[src/rtl/evm_multi.sv]
// evm_multi: multi-voter EVM FSM with per-candidate tallies and a voted-ID bitmap.
// Optional VOTE-state time limit is compiled in by defining EVM_TIMEOUT_EN.
module evm_multi #(
   parameter int ID_W     = 3,
   parameter int NUM_CAND = 4,
   parameter int OPT_W    = 2,
   parameter int CNT_W    = 8,
   parameter int TIMEOUT  = 16
) (
   input  logic             clk,
   input  logic             reset,
   input  logic             id_valid,
   input  logic [ID_W-1:0]  id,
   input  logic             option_valid,
   input  logic [OPT_W-1:0] option,
   output logic             varified,
   output logic             not_varified,
   output logic             vote_lock,
   output logic             bad_option,
   output logic             busy,
   input  logic [OPT_W-1:0] tally_sel,
   output logic [CNT_W-1:0] tally_count,
   output logic [CNT_W-1:0] total_votes
);
   localparam int               NUM_ID     = 1 << ID_W;
   localparam logic [CNT_W-1:0] CNT_MAX    = {CNT_W{1'b1}};
   localparam logic [OPT_W:0]   NUM_CAND_W = (OPT_W + 1)'(NUM_CAND);

   typedef enum logic [1:0] {S_IDLE, S_VERIFY, S_VOTE, S_LOCK} state_t;

   state_t                         state_q, state_d;
   logic [ID_W-1:0]                cur_id_q, cur_id_d;
   logic [NUM_ID-1:0]              voted_q;
   logic [CNT_W-1:0]               total_q;
   logic [NUM_CAND-1:0][CNT_W-1:0] tally_vec;

   logic varified_q, varified_d;
   logic not_varified_q, not_varified_d;
   logic vote_lock_q, vote_lock_d;
   logic bad_option_q, bad_option_d;
   logic busy_q, busy_d;

   logic id_ok, opt_legal, commit, bad, tmo_hit;

   assign id_ok     = (cur_id_q != '0) && !voted_q[cur_id_q];
   assign opt_legal = ({1'b0, option} < NUM_CAND_W);
   assign commit    = (state_q == S_VOTE) && option_valid && opt_legal;
   assign bad       = (state_q == S_VOTE) && option_valid && !opt_legal;

`ifdef EVM_TIMEOUT_EN
   localparam int TMO_W = $clog2(TIMEOUT + 1);
   logic [TMO_W-1:0] tmo_q, tmo_d;

   // Counts idle VOTE cycles; the last allowed idle cycle raises tmo_hit.
   assign tmo_hit = (tmo_q == TMO_W'(TIMEOUT - 1));

   always_comb begin
      tmo_d = tmo_q + TMO_W'(1);
      if (state_q != S_VOTE || bad || tmo_hit) tmo_d = '0;
   end

   always_ff @(posedge clk) begin
      if (!reset) tmo_q <= '0;
      else        tmo_q <= tmo_d;
   end
`else
   // No time limit: constant-false for any legal TIMEOUT, so VOTE waits forever.
   assign tmo_hit = (TIMEOUT < 0);
`endif

   always_comb begin
      state_d  = state_q;
      cur_id_d = cur_id_q;
      case (state_q)
         S_IDLE: begin
            if (id_valid) begin
               cur_id_d = id;
               state_d  = S_VERIFY;
            end
         end
         S_VERIFY: state_d = id_ok ? S_VOTE : S_IDLE;
         S_VOTE: begin
            if (commit)              state_d = S_LOCK;
            else if (!bad && tmo_hit) state_d = S_IDLE;
         end
         S_LOCK:  state_d = S_IDLE;
         default: state_d = S_IDLE;
      endcase
   end

   // Registered outputs are decoded from the state being entered.
   always_comb begin
      varified_d     = (state_d == S_VOTE);
      busy_d         = (state_d != S_IDLE);
      vote_lock_d    = (state_d == S_LOCK);
      bad_option_d   = bad;
      not_varified_d = ((state_q == S_VERIFY) && !id_ok) ||
                       ((state_q == S_VOTE) && !commit && !bad && tmo_hit);
   end

   always_ff @(posedge clk) begin
      if (!reset) begin
         state_q        <= S_IDLE;
         cur_id_q       <= '0;
         voted_q        <= '0;
         total_q        <= '0;
         varified_q     <= 1'b0;
         not_varified_q <= 1'b0;
         vote_lock_q    <= 1'b0;
         bad_option_q   <= 1'b0;
         busy_q         <= 1'b0;
      end else begin
         state_q        <= state_d;
         cur_id_q       <= cur_id_d;
         varified_q     <= varified_d;
         not_varified_q <= not_varified_d;
         vote_lock_q    <= vote_lock_d;
         bad_option_q   <= bad_option_d;
         busy_q         <= busy_d;
         if (commit) begin
            voted_q[cur_id_q] <= 1'b1;
            if (total_q != CNT_MAX) total_q <= total_q + CNT_W'(1);
         end
      end
   end

   generate
      for (genvar gi = 0; gi < NUM_CAND; gi++) begin : g_tally
         logic [CNT_W-1:0] cnt_q;
         always_ff @(posedge clk) begin
            if (!reset)
               cnt_q <= '0;
            else if (commit && option == OPT_W'(gi) && cnt_q != CNT_MAX)
               cnt_q <= cnt_q + CNT_W'(1);
         end
         assign tally_vec[gi] = cnt_q;
      end
   endgenerate

   always_comb begin
      tally_count = '0;
      for (int i = 0; i < NUM_CAND; i++)
         if (tally_sel == OPT_W'(i)) tally_count = tally_vec[i];
   end

   assign varified     = varified_q;
   assign not_varified = not_varified_q;
   assign vote_lock    = vote_lock_q;
   assign bad_option   = bad_option_q;
   assign busy         = busy_q;
   assign total_votes  = total_q;
endmodule

[config.mk]
export PLATFORM = sky130hd
export DESIGN_NAME = evm_multi
export DESIGN_NICKNAME = d
export VERILOG_FILES = /design/src/rtl/evm_multi.sv
export SDC_FILE = /design/constraint.sdc
export NUM_CORES = 1
export LEC_CHECK = 0
export CORE_MARGIN = 4
export CORE_UTILIZATION = 45
export CTS_BUF_LIST = sky130_fd_sc_hd__clkbuf_16
export DETAILED_ROUTE_END_ITERATION = 7
export PLACE_DENSITY = 0.74
export SKIP_LAST_GASP = 1
export SLEW_MARGIN = 20
export SYNTH_ARGS = -nofsm -noshare
export SYNTH_HDL_FRONTEND = slang
export SYNTH_SLANG_ARGS = --single-unit
[constraint.sdc]
create_clock -name clk -period 4.8 [get_ports clk]
set_input_delay 0.72 -clock clk [delete_from_list [all_inputs] [get_ports clk]]
set_output_delay 0.72 -clock clk [all_outputs]
set_load 0.02 [all_outputs]
Word-level counts from Yosys, hierarchy flattened --
Index checks and enable logic that the tools add are counted.
Cells by class: reductions and logical operators 21, bitwise logic cells 1, mux-type cells 12, equal/unequal tests 16, add/subtract/negate cells 5, order comparisons 2
Operator list (number):
- $add 8x1->8 const B | 5
- $ne 8x8->1 const B | 5
- $mux 8 | 4
- $eq 2x2->1 const B | 8
- $logic_and 1x1->1 | 12
- $or 8x8->8 | 1
- $pmux 2 s4 | 1
- $eq 2x1->1 const B | 3
- $logic_not 2->1 | 3
- $mux 2 | 3
- $lt 3x4->1 const B | 1
- $reduce_and 2->1 | 2
- $bmux 1 s3 | 1
- $demux 1 s3 | 1
- $ge 3x1->1 const B | 1
- $reduce_bool 3->1 | 1
- $logic_not 1->1 | 2
- $mux 1 | 2
- $reduce_bool 2->1 | 1
Storage, ports and cells: bits in registers 57, logic and storage cells 69, input bits 11, output and inout port bits 21

Longest topological paths before layout --
Gate-level depths: netlist of the first run.
depth in word-level cells 7, mapped depth 6, mapped depth without buffers 5

Worst setup path before layout of the first run --
OpenSTA, ideal clock, no wires.
path kind input to output, start point in tally_sel[0], end point out tally_count[0], path slack 2532 ps, cell stages on the path 2, buffers on the path 1, data arrival time 1548 ps, required time 4080 ps, cells stage by stage buf_2 > mux4_2
Between the ends: longest elaborated chain between the ends 5, elaborated cells on any way between the ends 8, those cells by class eq/ne (3); mux (4); reduce/logical (1)
RTL lines:
- from (decl) | RTL line 21 | input logic [OPT_W-1:0] tally_sel,
- $logic_not 2->1 | RTL line 143 | if (tally_sel == OPT_W'(i)) tally_count = tally_vec[i];
- $mux 8 (3 in series) | RTL line 143
- $mux 8 (*) | RTL line 143
- to (decl) | RTL line 22 | output logic [CNT_W-1:0] tally_count,
Every way passes the cells marked *; elsewhere a longest branch is shown, timed or not.

Worst setup path in the final report of the first run --
start point in tally_sel[0], end point out tally_count[2]
The elaborated chain is that of the path after synthesis.

==> results of run 1 <==
==> cells by family (layout without fill, tap and decap cells) <==
family                     Yosys count  count (layout)  share of synthesized area, %
AOI/OAI and AO/OA                   65              65                          14.7
xor gates and xnor gates             6               6                          1.84
adders and majority gates            5               5                          2.19
buffers and inverters               28              52                          4.85
DFF                                 56              56                          39.2
muxes                               19              19                          10.3
other                                1               1                         0.131
and+or+nand+nor                    140             140                          26.8
==> worst max-delay path, delay by kind of cell <==
kind | cells | cell delay, ns
mux | 1 | 0.59
buf+inv | 2 | 1.39
==> area by class of cell <==
| class | count | area (µm²) | area share [%] |
|---|---|---|---|
| multi-input cells | 236 | 1610 | 48.4 |
| flip-flops and latches | 56 | 1120 | 33.7 |
| repair buffers | 31 | 308 | 9.27 |
| clock buffers | 5 | 125 | 3.77 |
| well taps | 75 | 93.8 | 2.82 |
| inverters | 13 | 48.8 | 1.47 |
| clock inverters | 3 | 17.5 | 0.527 |
==> metal layers <==
| layer | GRT usage [%] | up-vias | wire length (µm) |
|---|---|---|---|
| met2 | 28.8 | 67 | 3130 |
| met3 | 3.48 | 7 | 339 |
| met4 | 3.77 | 0 | 45 |
| met1 | 22.7 | 1164 | 2750 |
| met5 | 0 | - | 0 |
| li1 | - | 1222 | - |
==> state kept, by name, indices dropped and copies added, names as in the netlist <==
| register | cells |
|---|---|
| vote_lock | 1 |
| g_tally.cnt_q | 32 |
| varified | 1 |
| busy | 1 |
| not_varified | 1 |
| cur_id_q | 3 |
| state_q | 2 |
| total_votes | 8 |
| voted_q | 7 |
==> power by group <==
group          switching (mW)  leakage, nW  internal, mW
Clock                   0.167       0.0716         0.193
Combinational          0.0312        0.609        0.0239
Sequential            0.00724        0.452         0.469
Total                   0.205         1.13         0.686
==> worst paths after layout <==
path	startpoint	to	slack, ns	cells past startpoint
worst max-delay path	tally_sel[0]	tally_count[2]	1.38	3
worst min-delay path	voted_q[6]	voted_q[6]	0.47	1
worst min register to register	voted_q[6]	voted_q[6]	0.47	1
worst max register to register	g_tally[0].cnt_q[0]	g_tally[0].cnt_q[7]	2.91	5
==> placed cells by master (no fill, tap or decap), drive strengths merged, types with 6 or more instances in the layout <==
cell type      count
or3               10
dfxtp             56
clkdlybuf4s50     30
a21oi             21
nand4              9
mux4               8
nor2              30
inv               14
o21ai             18
mux2i             10
nand2b             6
nand3             12
nand2             31
a31oi              6
nor3               8
==> stage by stage <==
stage | cells | area (µm²) | util, % | hold slack (ns)
2_1_floorplan | 320 | 2860 | - | 0.437
3_3_place_gp | 411 | 3170 | 52.4 | 0.449
3_5_place_dp | 411 | 3170 | 52.4 | 0.452
4_1_cts | 419 | 3320 | 54.7 | 0.469
5_1_grt | 419 | 3320 | 54.8 | 0.512
6_report | 419 | 3320 | 54.8 | 0.468
==> metrics.md, run 1 <==
| Metric | Value |
|---|---|
| Synth Flop Type | `dfxtp_1` |
| Vias per cell | `5.87` |
| Sequential share of the synthesized area | `39.2%` |
| Post-CTS resize count | `0` |
| Synth area leaders | `dfxtp_1 39%, mux4_2 6.3%, nand2_1 3.9%, nor2_1 3.9%, a21oi_1 3.7%` |
| Status | `complete, no violations` |
| EDFF count, synth | `0` |
| Leak | `1.13 nW` |
| Latest clock arrival within the worst-skew pair | `0.29 ns` |
| CP max stage delay | `0.83 ns` |
| Synth top area share | `39.2%` |
| CP dominant cell by count | `clkdlybuf4s50_1` |
| Worst Path Required | `4.08 ns` |
| Syn Std Cell Area | `approximately 2900 µm²` |
| Slew Limit Fails | `0` |
| DP Worst Slack | `1.36 ns` |
| Setup Buffers After CTS | `0` |
| Crit-path cells | `clkdlybuf4s50_1 -> mux4_2 -> clkdlybuf4s50_1` |
| Max-slew headroom | `approximately 57%` |
| Share of cells above drive strength 1 | `7.56%` |
| Detailed-route wire length | `~6.3 mm` |
| Pin count of the biggest net entering global routing | `37` |
| Final net count | `359` |
| CP Launch Type | `input pin` |
| Max Fclk | `0.292 GHz` |
| Starting DRT DRC Count | `149` |
| Fraction of registers with async set/reset | `0%` |
| Detailed placement HPWL | `4.49 mm` |
| Net Count, Synth | `336` |
| Clock skew | `0.00462 ns` |
| Hold WC Path Type | `flop to flop` |
| CP endpoint kind | `output port` |
| TNS Setup | `0 ns` |
| RePlAce Congestion | `~0.85` |
| Die extent in x | `87.8 µm` |
| Vias in the first global route | `2232` |
| Synth area leader | `dfxtp_1` |
| Cells after synthesis | `320` |
| CP Class | `input pin to output port` |
| CTS tree | `done` |
| Core area | `a little over 6000 µm²` |
| Worst-Margin Slew | `0.641 ns` |
| Post-synth cell types | `56` |
| DRT Pass-1 Iters | `4` |
| Flop and latch count out of synthesis | `56` |
| Total GRT Usage | `17.1%` |
| DRC violations left | `0` |
| Clock-pin transition on the worst setup and hold timing paths | `0.07 ns` |
| Hold Buf Count CTS | `0` |
| First-pass GRT wire length | `10.6 mm` |
| Power, Total | `891 µW` |
| CTS buffer count | `5` |
| Post-route minimum period | `3.42 ns` |
| Fill count | `556` |
| RSZ-0062 raised after global routing | `no` |
| Tcrit/Tclk final | `71.3%` |
| Initial Utilization | `around 47%` |
| Die span in y | `87.8 µm` |
| WL/cell | `14.9 µm` |
| Most common cell in the netlist | `dfxtp_1` |
| Avg Cell Area, Syn | `between 8 and 9 µm²` |
| Inserted Diodes | `0` |
| H-Tree Depth | `2` |
| Crit path max fanout | `8` |
| Port Buf Inserts | `30` |
| Clock tree buffer depth | `2` |
| Post-route ant nets | `0` |
| Cell Rows | `28` |
| Ports | `32` |
| Post-synth top cells | `56 x dfxtp_1, 30 x nand2_1, 30 x nor2_1, 21 x a21oi_1, 18 x o21ai_0` |
| Final Setup Violations | `0` |
| Clock Sinks | `56` |
| Die area | `7700 µm²` |
| Vias | `2460` |
| Maximum VDD drop | `0.137 mV` |
| Number of hold violations in the final report | `0` |
| Grt total ovfl | `0` |
| CTS Root Cell | `clkbuf_16` |
| Cell Pwr Density | `268 nW/µm²` |
| Max-cap violations | `0` |
| Worst EP arrival | `2.70 ns` |
| Initial antenna violation count | `0` |
| Slowest stage cell, crit path | `clkdlybuf4s50_1` |
| Synth-to-Final Area Change | `16.0%` |
| Yosys warning total | `0` |
| Setup WS post-layout | `1.38 ns` |
Note: power is estimated with default switching activity, not from simulation.
==> inputs of run 2 (changes only) <==
--- a/config.mk
+++ b/config.mk
@@ -9,7 +9,7 @@
 export CORE_UTILIZATION = 45
 export CTS_BUF_LIST = sky130_fd_sc_hd__clkbuf_16
 export DETAILED_ROUTE_END_ITERATION = 7
-export PLACE_DENSITY = 0.74
+export PLACE_DENSITY = 0.77
 export SKIP_LAST_GASP = 1
 export SLEW_MARGIN = 20
 export SYNTH_ARGS = -nofsm -noshare
==> constraint.sdc (replaced) <==
create_clock -name clk -period 3 [get_ports clk]
set_input_delay 0.45 -clock clk [delete_from_list [all_inputs] [get_ports clk]]
set_output_delay 0.45 -clock clk [all_outputs]
set_load 0.02 [all_outputs]
==> run 2 against run 1 <==
First-iteration DRC count down 27%. Flip-flop and latch count unchanged. Critical path depth rose by 1. Core utilization rose by 0.83 points. Global-route usage grew 0.61 points. Non-clock buffer count up 4. Cell count increased by 0.95%. Critical endpoint is now tally_count[0]. Largest cell class unchanged. Largest power group unchanged.
==> metrics.md, run 2 (synthesized netlist as in run 1, its figures left out) <==
| Metric | Value |
|---|---|
| H-Tree Depth | `2 (unchanged)` |
| Final Setup Violations | `0 (unchanged)` |
| FF/Latch Area | `1120 µm² (unchanged)` |
| Final net count | `363 (+1.1%)` |
| DRT Pass-1 Iters | `5 (+1)` |
| Crit-path cells | `clkdlybuf4s50_1 -> buf_4 -> mux4_2 -> clkdlybuf4s50_1` |
| Status | `complete, no violations` |
| Die span in y | `87.8 µm (unchanged)` |
| CP dominant cell by count | `clkdlybuf4s50_1` |
| Fill count | `561 (+0.90%)` |
| Port Buf Inserts | `30 (unchanged)` |
| Number of hold violations in the final report | `0 (unchanged)` |
| Pin count of the biggest net entering global routing | `36 (-2.7%)` |
| Latest clock arrival within the worst-skew pair | `0.29 ns (about the same)` |
| Share of cells above drive strength 1 | `8.62% (+1.1 points)` |
| Hold path start | `voted_q[7]` |
| Buffers & Inverters on Critical Path | `3 (+1)` |
| Hold WC Path Type | `flop to flop` |
| Ports | `32 (unchanged)` |
| Detailed placement HPWL | `4.67 mm (+4.0%)` |
| CP startpoint | `tally_sel[0]` |
| Slew Limit Fails | `0 (unchanged)` |
| TNS Setup | `0 ns (unchanged)` |
| Hold Buf Count CTS | `0 (unchanged)` |
| Clock skew | `0.00403 ns (-0.000594 ns)` |
| Clock Sinks | `56 (unchanged)` |
| Worst-Margin Slew | `0.634 ns (-0.00672 ns)` |
| Maximum VDD drop | `0.286 mV (+110%)` |
| Detailed-route wire length | `6.50 mm (+3.8%)` |
| Clock-pin transition on the worst setup and hold timing paths | `0.07 ns (about the same)` |
| Total GRT Usage | `17.7% (+0.61 points)` |
| CTS Root Cell | `clkbuf_16` |
| WL/cell | `15.4 µm (+2.8%)` |
| Post-route ant nets | `0 (unchanged)` |
| Setup Buffers After CTS | `0 (unchanged)` |
| Tcrit/Tclk final | `89.1%` |
| Vias in the first global route | `2299 (+3.0%)` |
| CP Launch Type | `input pin` |
| DRC violations left | `0 (unchanged)` |
| Vias | `2460 (unchanged)` |
| CP endpoint kind | `output port` |
| Grt total ovfl | `0 (unchanged)` |
| Multi-input gate area | `1600 µm² (-0.31%)` |
| Cell Pwr Density | `448 nW/µm² (+67%)` |
| Max Fclk | `about 0.37 GHz` |
| Vias per cell | `5.82 (-0.95%)` |
| CTS tree | `done` |
| Worst Path Required | `2.55 ns (-1.53 ns)` |
| CP Class | `input pin to output port` |
| Leak | `1.16 nW (+2.5%)` |
| Max reg flops | `32 (unchanged)` |
| First-pass GRT wire length | `10.8 mm (+1.8%)` |
| DP Worst Slack | `0.345 ns (-1.01 ns)` |
| Max-slew headroom | `57.5% (+0.25 points)` |
| Setup WS post-layout | `0.326 ns (-1.05 ns)` |
| Synth-to-Final Area Change | `17.8%` |
| RePlAce Congestion | `0.806 (-4.8%)` |
| Most common cell after layout, fill and taps aside | `dfxtp_1` |
| Core area | `6060 µm² (unchanged)` |
| Clock tree buffer depth | `2 (unchanged)` |
| Post-CTS resize count | `0 (unchanged)` |
| CP max stage delay | `0.57 ns (-0.26 ns)` |
| Post-route minimum period | `2.67 ns` |
| Max-cap violations | `0 (unchanged)` |
| Crit path max fanout | `8 (unchanged)` |
| Die extent in x | `87.8 µm (unchanged)` |
| Crit-path leading delay family | `buffers and inverters` |
| Starting DRT DRC Count | `109 (-27%)` |
| Slowest stage cell, crit path | `clkdlybuf4s50_1` |
| FF-to-FF Start | `g_tally[0].cnt_q[0]` |
| Commonest cells after routing, fill and taps aside | `56 x dfxtp_1, 30 x nor2_1, 30 x nand2_1, 30 x clkdlybuf4s50_1, 21 x a21oi_1` |
| RSZ-0062 raised after global routing | `no` |
| Worst EP arrival | `2.22 ns (-0.48 ns)` |
| Initial antenna violation count | `0 (unchanged)` |
| Cell Rows | `28 (unchanged)` |
| Inserted Diodes | `0 (unchanged)` |
| CTS buffer count | `5 (unchanged)` |
| Biggest register | `g_tally.cnt_q` |
| Initial Utilization | `47.2% (unchanged)` |
| Die area | `7700 µm² (unchanged)` |
run 2: cell types whose count changed in the layout (fill, tap and decap cells not counted), sizes merged:
cell and delta:
inv -1, clkinvlp +1, bufinv +1, buf +4, clkinv -1
run 2: worst paths after layout:
| path | to | slack, ns | cells after the start |
|---|---|---|---|
| max reg2reg | g_tally[0].cnt_q[7] | 1.13 | 5 |
| min reg2reg | voted_q[7] | 0.47 | 1 |
| max | tally_count[0] | 0.33 | 4 |
| min | voted_q[7] | 0.47 | 1 |
run 2: power by group:
part / total, mW / internal, mW / switching [mW] / leakage (nW)
Sequential: 0.763 / 0.751 / 0.0124 / 0.452
Clock: 0.655 / 0.392 / 0.263 / 0.0798
Combinational: 0.0922 / 0.0409 / 0.0514 / 0.629
run 2: final cells by class:
type | instances | share of cell area, %
Multi-Input combinational cell | 236 | 47.5
Timing Repair Buffer | 35 | 10.0
Sequential cell | 56 | 33.2
Inverter | 13 | 1.45
Clock buffer | 5 | 3.71
Clock inverter | 3 | 1.26
Tap cell | 75 | 2.78
run 2: stage by stage:
step | hold slack, ns | power, mW | instances | util [%] | area [µm²]
after global routing | 0.482 | 1.57 | 423 | 55.6 | 3370
after global placement | 0.450 | 0.869 | 415 | 52.9 | 3200
after detailed placement | 0.455 | 0.871 | 415 | 52.9 | 3200
after CTS | 0.474 | 1.52 | 423 | 55.6 | 3370
after floorplan | 0.437 | 0.839 | 320 | - | 2860
final | 0.474 | 1.51 | 423 | 55.6 | 3370
run 2: per-layer routing:
metal / GRT usage, % / vias up / share of wire [%]
li1: - / 1234 / -
met1: 21.0 / 1178 / 45
met2: 31.1 / 35 / 50
met5: 0 / - / 0
met4: 7.25 / 0 / 2.4
met3: 3.67 / 13 / 2.6
